--- src/rtl/clock_switchover_multi.sv ---
// clock_switchover_multi: qualifies N candidate clocks by toggle activity and picks the highest alive one.
// Every switch is wrapped in a downstream reset, with the select change delayed inside it.
module clock_switchover_multi #(
    parameter int CHANNEL_COUNT   = 2,
    parameter int WINDOW_CYCLES   = 64,
    parameter int MIN_EDGES       = 4,
    parameter int STABLE_WINDOWS  = 4,
    parameter int RESET_CYCLES    = 10,
    parameter int SELECT_DELAY    = 3,
    parameter int FAILOVER_ENABLE = 1,
    localparam int SELECT_WIDTH   = (CHANNEL_COUNT > 2) ? $clog2(CHANNEL_COUNT) : 1
) (
    input  logic                     clock,
    input  logic                     reset,
    input  logic [CHANNEL_COUNT-1:0] clock_toggle,
    output logic [SELECT_WIDTH-1:0]  clock_select,
    output logic                     downstream_reset,
    output logic [CHANNEL_COUNT-1:0] channel_alive,
    output logic                     no_clock_alive,
    output logic                     switch_pulse
);
    localparam int WW = $clog2(WINDOW_CYCLES);
    localparam int EW = $clog2(MIN_EDGES + 1);
    localparam int SW = $clog2(STABLE_WINDOWS + 1);
    localparam int CW = $clog2(RESET_CYCLES);
    localparam logic [WW-1:0] W_LAST    = WW'(WINDOW_CYCLES - 1);
    localparam logic [EW:0]   E_MIN     = (EW+1)'(MIN_EDGES);
    localparam logic [EW-1:0] E_MAX     = EW'(MIN_EDGES);
    localparam logic [SW-1:0] S_MAX     = SW'(STABLE_WINDOWS);
    localparam logic [CW-1:0] PRE_LAST  = CW'(SELECT_DELAY - 1);
    localparam logic [CW-1:0] HOLD_LAST = CW'(RESET_CYCLES - 1);

    if (SELECT_DELAY < 1 || RESET_CYCLES <= SELECT_DELAY || MIN_EDGES < 1 ||
        WINDOW_CYCLES < 2 * MIN_EDGES || STABLE_WINDOWS < 1 || CHANNEL_COUNT < 2) begin : g_param_check
        $error("clock_switchover_multi: invalid parameter combination");
    end

    typedef enum logic [1:0] {RUN, PRE, HOLD} state_t;

    logic [CHANNEL_COUNT-1:0] sync1, sync2, hist, edges, alive_nxt;
    logic [WW-1:0]            wcnt;
    logic                     eow;
    logic [EW-1:0]            edge_cnt   [CHANNEL_COUNT];
    logic [EW:0]              total      [CHANNEL_COUNT];
    logic [SW-1:0]            stable_cnt [CHANNEL_COUNT];
    logic [SW-1:0]            stable_nxt [CHANNEL_COUNT];

    state_t                   state, state_nxt;
    logic [CW-1:0]            cnt, cnt_nxt;
    logic [SELECT_WIDTH-1:0]  pending, pending_nxt, select_nxt, target;
    logic                     dreset_nxt, pulse_nxt, switching, switching_nxt, failed;

    assign edges = sync2 ^ hist;
    assign eow   = wcnt == W_LAST;

    always_ff @(posedge clock or posedge reset) begin
        if (reset) begin
            sync1 <= '0;
            sync2 <= '0;
            hist  <= '0;
        end else begin
            sync1 <= clock_toggle;
            sync2 <= sync1;
            hist  <= sync2;
        end
    end

    // The end-of-window cycle's own edge is folded into total before the decision.
    always_comb begin
        for (int i = 0; i < CHANNEL_COUNT; i++) begin
            total[i]      = {1'b0, edge_cnt[i]} + {{EW{1'b0}}, edges[i]};
            stable_nxt[i] = (total[i] >= E_MIN) ?
                            ((stable_cnt[i] == S_MAX) ? S_MAX : stable_cnt[i] + 1'b1) : '0;
            alive_nxt[i]  = stable_nxt[i] == S_MAX;
        end
    end

    always_ff @(posedge clock or posedge reset) begin
        if (reset) begin
            wcnt           <= '0;
            channel_alive  <= '0;
            no_clock_alive <= 1'b1;
            for (int i = 0; i < CHANNEL_COUNT; i++) begin
                edge_cnt[i]   <= '0;
                stable_cnt[i] <= '0;
            end
        end else begin
            wcnt <= eow ? '0 : wcnt + 1'b1;
            for (int i = 0; i < CHANNEL_COUNT; i++) begin
                edge_cnt[i] <= eow ? '0 : ((total[i] >= E_MIN) ? E_MAX : total[i][EW-1:0]);
                if (eow)
                    stable_cnt[i] <= stable_nxt[i];
            end
            if (eow) begin
                channel_alive  <= alive_nxt;
                no_clock_alive <= alive_nxt == '0;
            end
        end
    end

    always_ff @(posedge clock or posedge reset) begin
        if (reset) begin
            state            <= HOLD;
            cnt              <= '0;
            pending          <= '0;
            clock_select     <= '0;
            downstream_reset <= 1'b1;
            switch_pulse     <= 1'b0;
            switching        <= 1'b0;
        end else begin
            state            <= state_nxt;
            cnt              <= cnt_nxt;
            pending          <= pending_nxt;
            clock_select     <= select_nxt;
            downstream_reset <= dreset_nxt;
            switch_pulse     <= pulse_nxt;
            switching        <= switching_nxt;
        end
    end

    // switching distinguishes a real switch from the startup hold, which must not pulse.
    always_comb begin
        target = '0;
        for (int i = 0; i < CHANNEL_COUNT; i++)
            if (channel_alive[i])
                target = SELECT_WIDTH'(i);
        failed        = (FAILOVER_ENABLE != 0) && !channel_alive[clock_select];
        state_nxt     = state;
        cnt_nxt       = cnt + 1'b1;
        pending_nxt   = pending;
        select_nxt    = clock_select;
        dreset_nxt    = downstream_reset;
        pulse_nxt     = 1'b0;
        switching_nxt = switching;
        case (state)
            RUN: begin
                cnt_nxt = '0;
                if (!no_clock_alive && (target > clock_select || failed)) begin
                    state_nxt     = PRE;
                    pending_nxt   = target;
                    dreset_nxt    = 1'b1;
                    switching_nxt = 1'b1;
                end
            end
            PRE: begin
                if (cnt == PRE_LAST) begin
                    select_nxt = pending;
                    state_nxt  = HOLD;
                end
            end
            HOLD: begin
                if (cnt == HOLD_LAST) begin
                    dreset_nxt    = 1'b0;
                    pulse_nxt     = switching;
                    switching_nxt = 1'b0;
                    state_nxt     = RUN;
                end
            end
            default: state_nxt = RUN;
        endcase
    end
endmodule

--- config.mk ---
export PLATFORM = sky130hd
export DESIGN_NAME = clock_switchover_multi
export DESIGN_NICKNAME = d
export VERILOG_FILES = /design/src/rtl/clock_switchover_multi.sv
export SDC_FILE = /design/constraint.sdc
export NUM_CORES = 1
export LEC_CHECK = 0
export ABC_AREA = 1
export CAP_MARGIN = 0
export CORE_MARGIN = 10
export CORE_UTILIZATION = 45
export DETAILED_ROUTE_END_ITERATION = 8
export HOLD_SLACK_MARGIN = 0.12
export PLACE_DENSITY = 0.63
export REMOVE_ABC_BUFFERS = 1
export SETUP_SLACK_MARGIN = 0.4
export SLEW_MARGIN = 0
export SYNTH_ARGS = -nofsm -noshare
export SYNTH_HDL_FRONTEND = slang
export SYNTH_SLANG_ARGS = --single-unit
--- constraint.sdc ---
create_clock -name clock -period 2.4 [get_ports clock]
set_clock_uncertainty 0.05 [all_clocks]
set_input_delay 0.24 -clock clock [delete_from_list [all_inputs] [get_ports clock]]
set_output_delay 0.24 -clock clock [all_outputs]
set_load 0.1 [all_outputs]
==> metrics.md <==
| Metric | Value |
|---|---|
| Number of synthesis warnings | `0` |
| Final WL | `around 2800 um` |
| Core area | `about 3700 um2` |
| Pwr Total | `0.001415 W` |
| Die Y | `81.86 um` |
| Leak | `approximately 0.96 nW` |
| Yosys top cell area share | `about half` |
| Total grt overflow | `0` |
| Kind of critical path | `reg2reg` |
| Mapped cell area | `~1700 um2` |
| All-Layer GR Usage | `about 9.6%` |
| Arrival @ worst endpoint | `~1900 ps` |
| Largest delay share family, worst path | `simple AND/OR/NAND/NOR gates` |
| Worst-path cell chain | `xor2_1, ha_1, ha_1, inv_1, nand2_1, nand2_1, nor2_1, nand2_1, o21ai_1` |
| FF+latch count, synth | `38` |
| Tcrit/Tclk final | `70.92%` |
| Post-DP HPWL | `around 2000 um` |
| Cell taking the most area after synthesis | `dfrtp_1` |
| Clk slew on worst S/H paths | `roughly 70 ps` |
| Sequential area share after synthesis | `roughly 55%` |
| Setup TNS | `0 ps` |
| CTS max path bufs | `2` |
| Critical path peak fanout | `4` |
| IO Pins | `10` |
| Root Buffer | `clkbuf_8` |
| Vias in the first global route | `between 1000 and 1500` |
| Rel. slew slack | `69.12%` |
| Buffers & Inverters on Critical Path | `1` |
| Setup crit start kind | `register` |
| Average wire per standard cell | `approximately 12 um` |
| Pre-CTS worst setup slack | `701.6 ps` |
| Starting Density | `46.68%` |
| Via count | `~1200` |
| Minimum hold slack | `297.1 ps` |
| Vias per cell | `4.839` |
| Area Growth Syn to Fin | `13.30%` |
| Die ar. | `between 6000 and 7000 um2` |
| Critical path's largest stage delay | `approximately 400 ps` |
| Fmax | `just under 600 MHz` |
| Top cell by count, worst path | `nand2_1` |
| Initial antenna violation count | `0` |
| Hold Buf Count CTS | `0` |
| Slowest cell on crit path | `dfrtp_1` |
| RSZ-0062 raised after global routing | `no` |
| Slew Limit Fails | `0` |
| Max VDD drop | `a little under 0.6 mV` |
| Routed Antenna Nets | `0` |
| Post-CTS setup repair buffer count | `0` |
| Status | `finished, final reports clean` |
| Cells after Synth | `between 150 and 200` |
| IO Port Bufs | `9` |
| DRT Pass-1 Iters | `4` |
| Final hold vios | `0` |
| Inserted Diodes | `0` |
| Cell Pwr Density | `725.6 nW/um2` |
| Setup crit end kind | `register` |
| Hold crit path type | `in2async` |
| DIE WIDTH | `a little over 80 um` |
| Clock sinks | `38` |
| Post_cts resized | `0` |
| DR iter-0 viols | `70` |
| Avg Inst Size Synth | `~9.7 um2` |
| CTS buffer count | `5` |
| Ranking of synthesized cells by area | `dfrtp_1, ha_1, nand2_1` |
| Max Cap Viol | `0` |
| Setup ws final | `between 600 and 700 ps` |
| Netlist cell types | `22` |
| Rows | `22` |
| DRC Markers | `0` |
| First-pass GRT wire length | `4981 um` |
| Clk Latency, worst-skew pair | `between 200 and 300 ps` |
| Max H-tree Level | `2` |
| Largest net degree at the start of global routing | `39` |
| Post-layout min period | `roughly 1700 ps` |
| Worst Tran Pin Value | `approximately 460 ps` |
| Placer Congestion | `0.7433` |
| Final setup violating endpoints | `0` |
| CTS tree | `done` |
| Worst EP required | `between 2000 and 3000 ps` |
| Fraction of layout cells with a size suffix above 1 | `between 10% and 20%` |
| Nets | `209` |
tightest hold or removal path: stages:
cell             delay [ps]
clkdlybuf4s50_1         390
inv_1                    50
buf_4                   390
registers in the layout, summed over array words and instances, names as in the netlist, 2 cells and up:
register       flops
channel_alive      2
hist               2
cnt                4
sync2              2
state              2
wcnt               6
sync1              2
edge_cnt           6
stable_cnt         6
power breakdown:
part | leakage (nW) | internal, W | switching [W] | total, W
sequential | 0.475 | 0.000690 | 0.0000315 | 0.000722
clock | 0.0579 | 0.000306 | 0.000222 | 0.000528
combinational | 0.428 | 0.0000635 | 0.000102 | 0.000166
total | 0.960 | 0.00106 | 0.000356 | 0.00142
through the flow:
step | cells | utilization, % | cell area, um2
2_1_floorplan | 176 | - | 1699
3_3_place_gp | 234 | 49.93 | 1842
3_5_place_dp | 234 | 49.93 | 1842
4_1_cts | 242 | 52.88 | 1951
5_1_grt | 242 | 52.88 | 1951
6_report | 242 | 52.88 | 1951
final cells by class:
cell class | instances | area [um2]
Fill cell | 348 | 1738
Multi-Input combinational cell | 116 | 661.9
Sequential cell | 38 | 954.7
Inverter | 22 | 82.58
Clock buffer | 5 | 68.82
Clock inverter | 3 | 40.04
Tap cell | 48 | 60.06
Timing Repair Buffer | 10 | 82.58
cell families (layout without fill, tap and decap cells):
kind of cell / count (synthesis) / after routing / share of synthesized area, %
AO/OA/AOI/OAI: 18 / 18 / 5.379
XOR/XNOR: 6 / 6 / 3.052
adder cells (fa/ha/maj): 12 / 12 / 8.721
buffers and inverters: 24 / 40 / 6.105
flip-flops: 38 / 38 / 55.45
AND/OR/NAND/NOR: 80 / 80 / 21.29
cells in the mapped netlist:
library cell	n
a21oi_1	6
a31oi_1	1
buf_4	1
buf_8	1
dfrtp_1	35
dfstp_2	3
ha_1	12
inv_1	21
inv_2	1
nand2_1	38
nand3_1	18
nand3_2	1
nand3_4	1
nand4_1	2
nor2_1	18
nor2_8	1
o21ai_0	8
o21ai_1	2
o22ai_1	1
or2_2	1
xnor2_1	1
xor2_1	5
routing by layer:
layer | global-route usage (%) | vias to the layer above | wire length (um)
met5 | 0 | - | 0
met4 | 4.592 | 0 | 57
met3 | 3.712 | 6 | 91
met2 | 16.93 | 9 | 1455
met1 | 9.850 | 559 | 1229
li1 | - | 597 | -
final timing paths:
path / start / end / slack, ps / cells after the start
setup / recovery: sync2[1] / channel_alive[1] / 700 / 9
hold / removal: reset / wcnt[3] / 300 / 3
setup reg to reg: sync2[1] / channel_alive[1] / 700 / 9
hold reg to reg: sync1[0] / sync2[0] / 310 / 0
max in group asynchronous: reset / no_clock_alive / 1640 / 3
min in group clock: sync1[0] / sync2[0] / 310 / 0
cells in the final DEF (no fill, tap or decap):
cell type and count:
inv_1 21, nand2_1 38, o22ai_1 1, nor2_8 1, nand3_1 18, nand4_1 2
or2_2 1, ha_1 12, xnor2_1 1, clkinv_2 2, bufinv_16 1, nor2_1 18
clkdlybuf4s50_1 3, o21ai_0 8, buf_4 7, xor2_1 5, nand3_2 1, dfrtp_1 35
inv_2 1, nand3_4 1, a31oi_1 1, clkbuf_8 5, o21ai_1 2, a21oi_1 6
dfstp_2 3
Note: power is estimated with default switching activity, not from simulation.
==> RTL change: new RTL, same flow settings <==
Remove the register `switch_pulse`: a continuous assignment takes its place, so the output `switch_pulse` follows one clock earlier.
--- a/src/rtl/clock_switchover_multi.sv
+++ b/src/rtl/clock_switchover_multi.sv
@@ -106,5 +106,4 @@
             clock_select     <= '0;
             downstream_reset <= 1'b1;
-            switch_pulse     <= 1'b0;
             switching        <= 1'b0;
         end else begin
@@ -114,8 +113,9 @@
             clock_select     <= select_nxt;
             downstream_reset <= dreset_nxt;
-            switch_pulse     <= pulse_nxt;
             switching        <= switching_nxt;
         end
     end
+
+    assign switch_pulse = pulse_nxt;
 
     // switching distinguishes a real switch from the startup hold, which must not pulse.
Function: same outputs for any inputs over 10 cycles, from zero or initial values and one cycle with reset high; that may be too few to reach the edited logic, so the function may still have changed.
==> RTL change against the original RTL <==
Routed wire length fell by 3.5%; register-to-register slack worse by 40 ps; sequential cell count down 1; total power decreased by 9.2%; core utilization fell by 1.0 points; design area shrank 2.6%; worst setup slack worse by 130 ps; area after synthesis fell by 1.6%; non-clock buffer count unchanged; critical path type is now reg2out; largest cell class unchanged; highest routed layer unchanged.
==> RTL change: results (changes against the original RTL) <==
[power_and_ir_drop]
vdd_drop_max_mv = 0.3825  ; was 0.5786 mV
comb_power_share_pct = 12.6  ; was 11.7%
swShare_pct = 26.60  ; was 25.14%
seqPwrFrac_pct = 55.1  ; was 51.0%
powerDensity_mw_per_mm2 = 676.7  ; was 725.6 mW/mm2

[place]
dp_slack_ps = 679.4  ; was 701.6 ps
place_hpwl_mm = 2.007  ; was 2.029 mm

[outcome]
outcome = completed  ; unchanged

[synthesis]
synth_xor_area_share_pct = 3.102  ; was 3.052%
synthTopCellsByArea = dfrtp_1 (50%), ha_1 (8.9%), nand2_1 (8.0%)  ; was dfrtp_1 (51%), ha_1 (8.7%), nand2_1 (8.3%)
synthTopCellsByCount = nand2_1 (36), dfrtp_1 (34), inv_1 (24), nor2_1 (17), nand3_1 (16)  ; was nand2_1 (38), dfrtp_1 (35), inv_1 (21), nand3_1 (18), nor2_1 (18)
ys_seq_area_share_pct = 54.87  ; was 55.45%
synthCells = 176  ; was 178

[critical_path]
endpoint = switch_pulse  ; was channel_alive[1]$_DFFE_PP0N_
path_class = reg2out  ; was reg2reg
crit_arrival_ps = 1540  ; was 1870 ps

[grt]
grt_max_degree = 38  ; was 39
grt_pass1_wl_mm = 4.816  ; was 4.981 mm
grtUsageMet1_pct = 8.833  ; was 9.850%
grt_use_met3_pct = 3.753  ; was 3.712%
grt_pass1_vias = 1158  ; was 1208

[layout]
final_layout_size_suffix_gt1_share_pct = 10.94  ; was 11.86%
final_nets = 207  ; was 209

[route]
met1_length_mm = 1.171  ; was 1.229 mm
dr.first_iter.drc_count = 75  ; was 70
dr_wl_met2_mm = 1.404  ; was 1.455 mm
routed_wl_mm = 2.733  ; was 2.833 mm

[hold_path]
hold_path.class = reg2reg  ; was in2async

[sta]
fin_crit_sh_pct = 76.20  ; was 70.92%
tightest_slew_ps = 459.5  ; was 463.3 ps
whs_ps = 303.5  ; was 297.1 ps

==> RTL change: cell type report <==
| cell class | count | area [um2] | area share, % |
|---|---|---|---|
| inverters | 25 | 93.84 | 4.941 |
| repair buffers | 10 | 82.58 | 4.348 |
| flip-flops and latches | 37 | 929.6 | 48.95 |
| well taps | 48 | 60.06 | 3.162 |
| multi-input cells | 112 | 648.1 | 34.12 |
| clock inverters | 1 | 8.758 | 0.4611 |
| clock buffers | 7 | 76.32 | 4.018 |
==> RTL change: cells by family (layout without fill, tap and decap cells) <==
| group | Yosys count | after routing |
|---|---|---|
| and+or+nand+nor | 75 | 75 |
| DFF | 37 | 37 |
| buffers and inverters | 27 | 43 |
| adders and majority gates | 12 | 12 |
| xor gates and xnor gates | 6 | 6 |
| AOI/OAI and AO/OA | 19 | 19 |
==> RTL change: worst max-delay path: cells and delay by family (launching register included) <==
family        cells  cell delay (ps)
buf+inv           3              420
flops             1              410
simple gates      3              260
fa+ha+maj         1              150
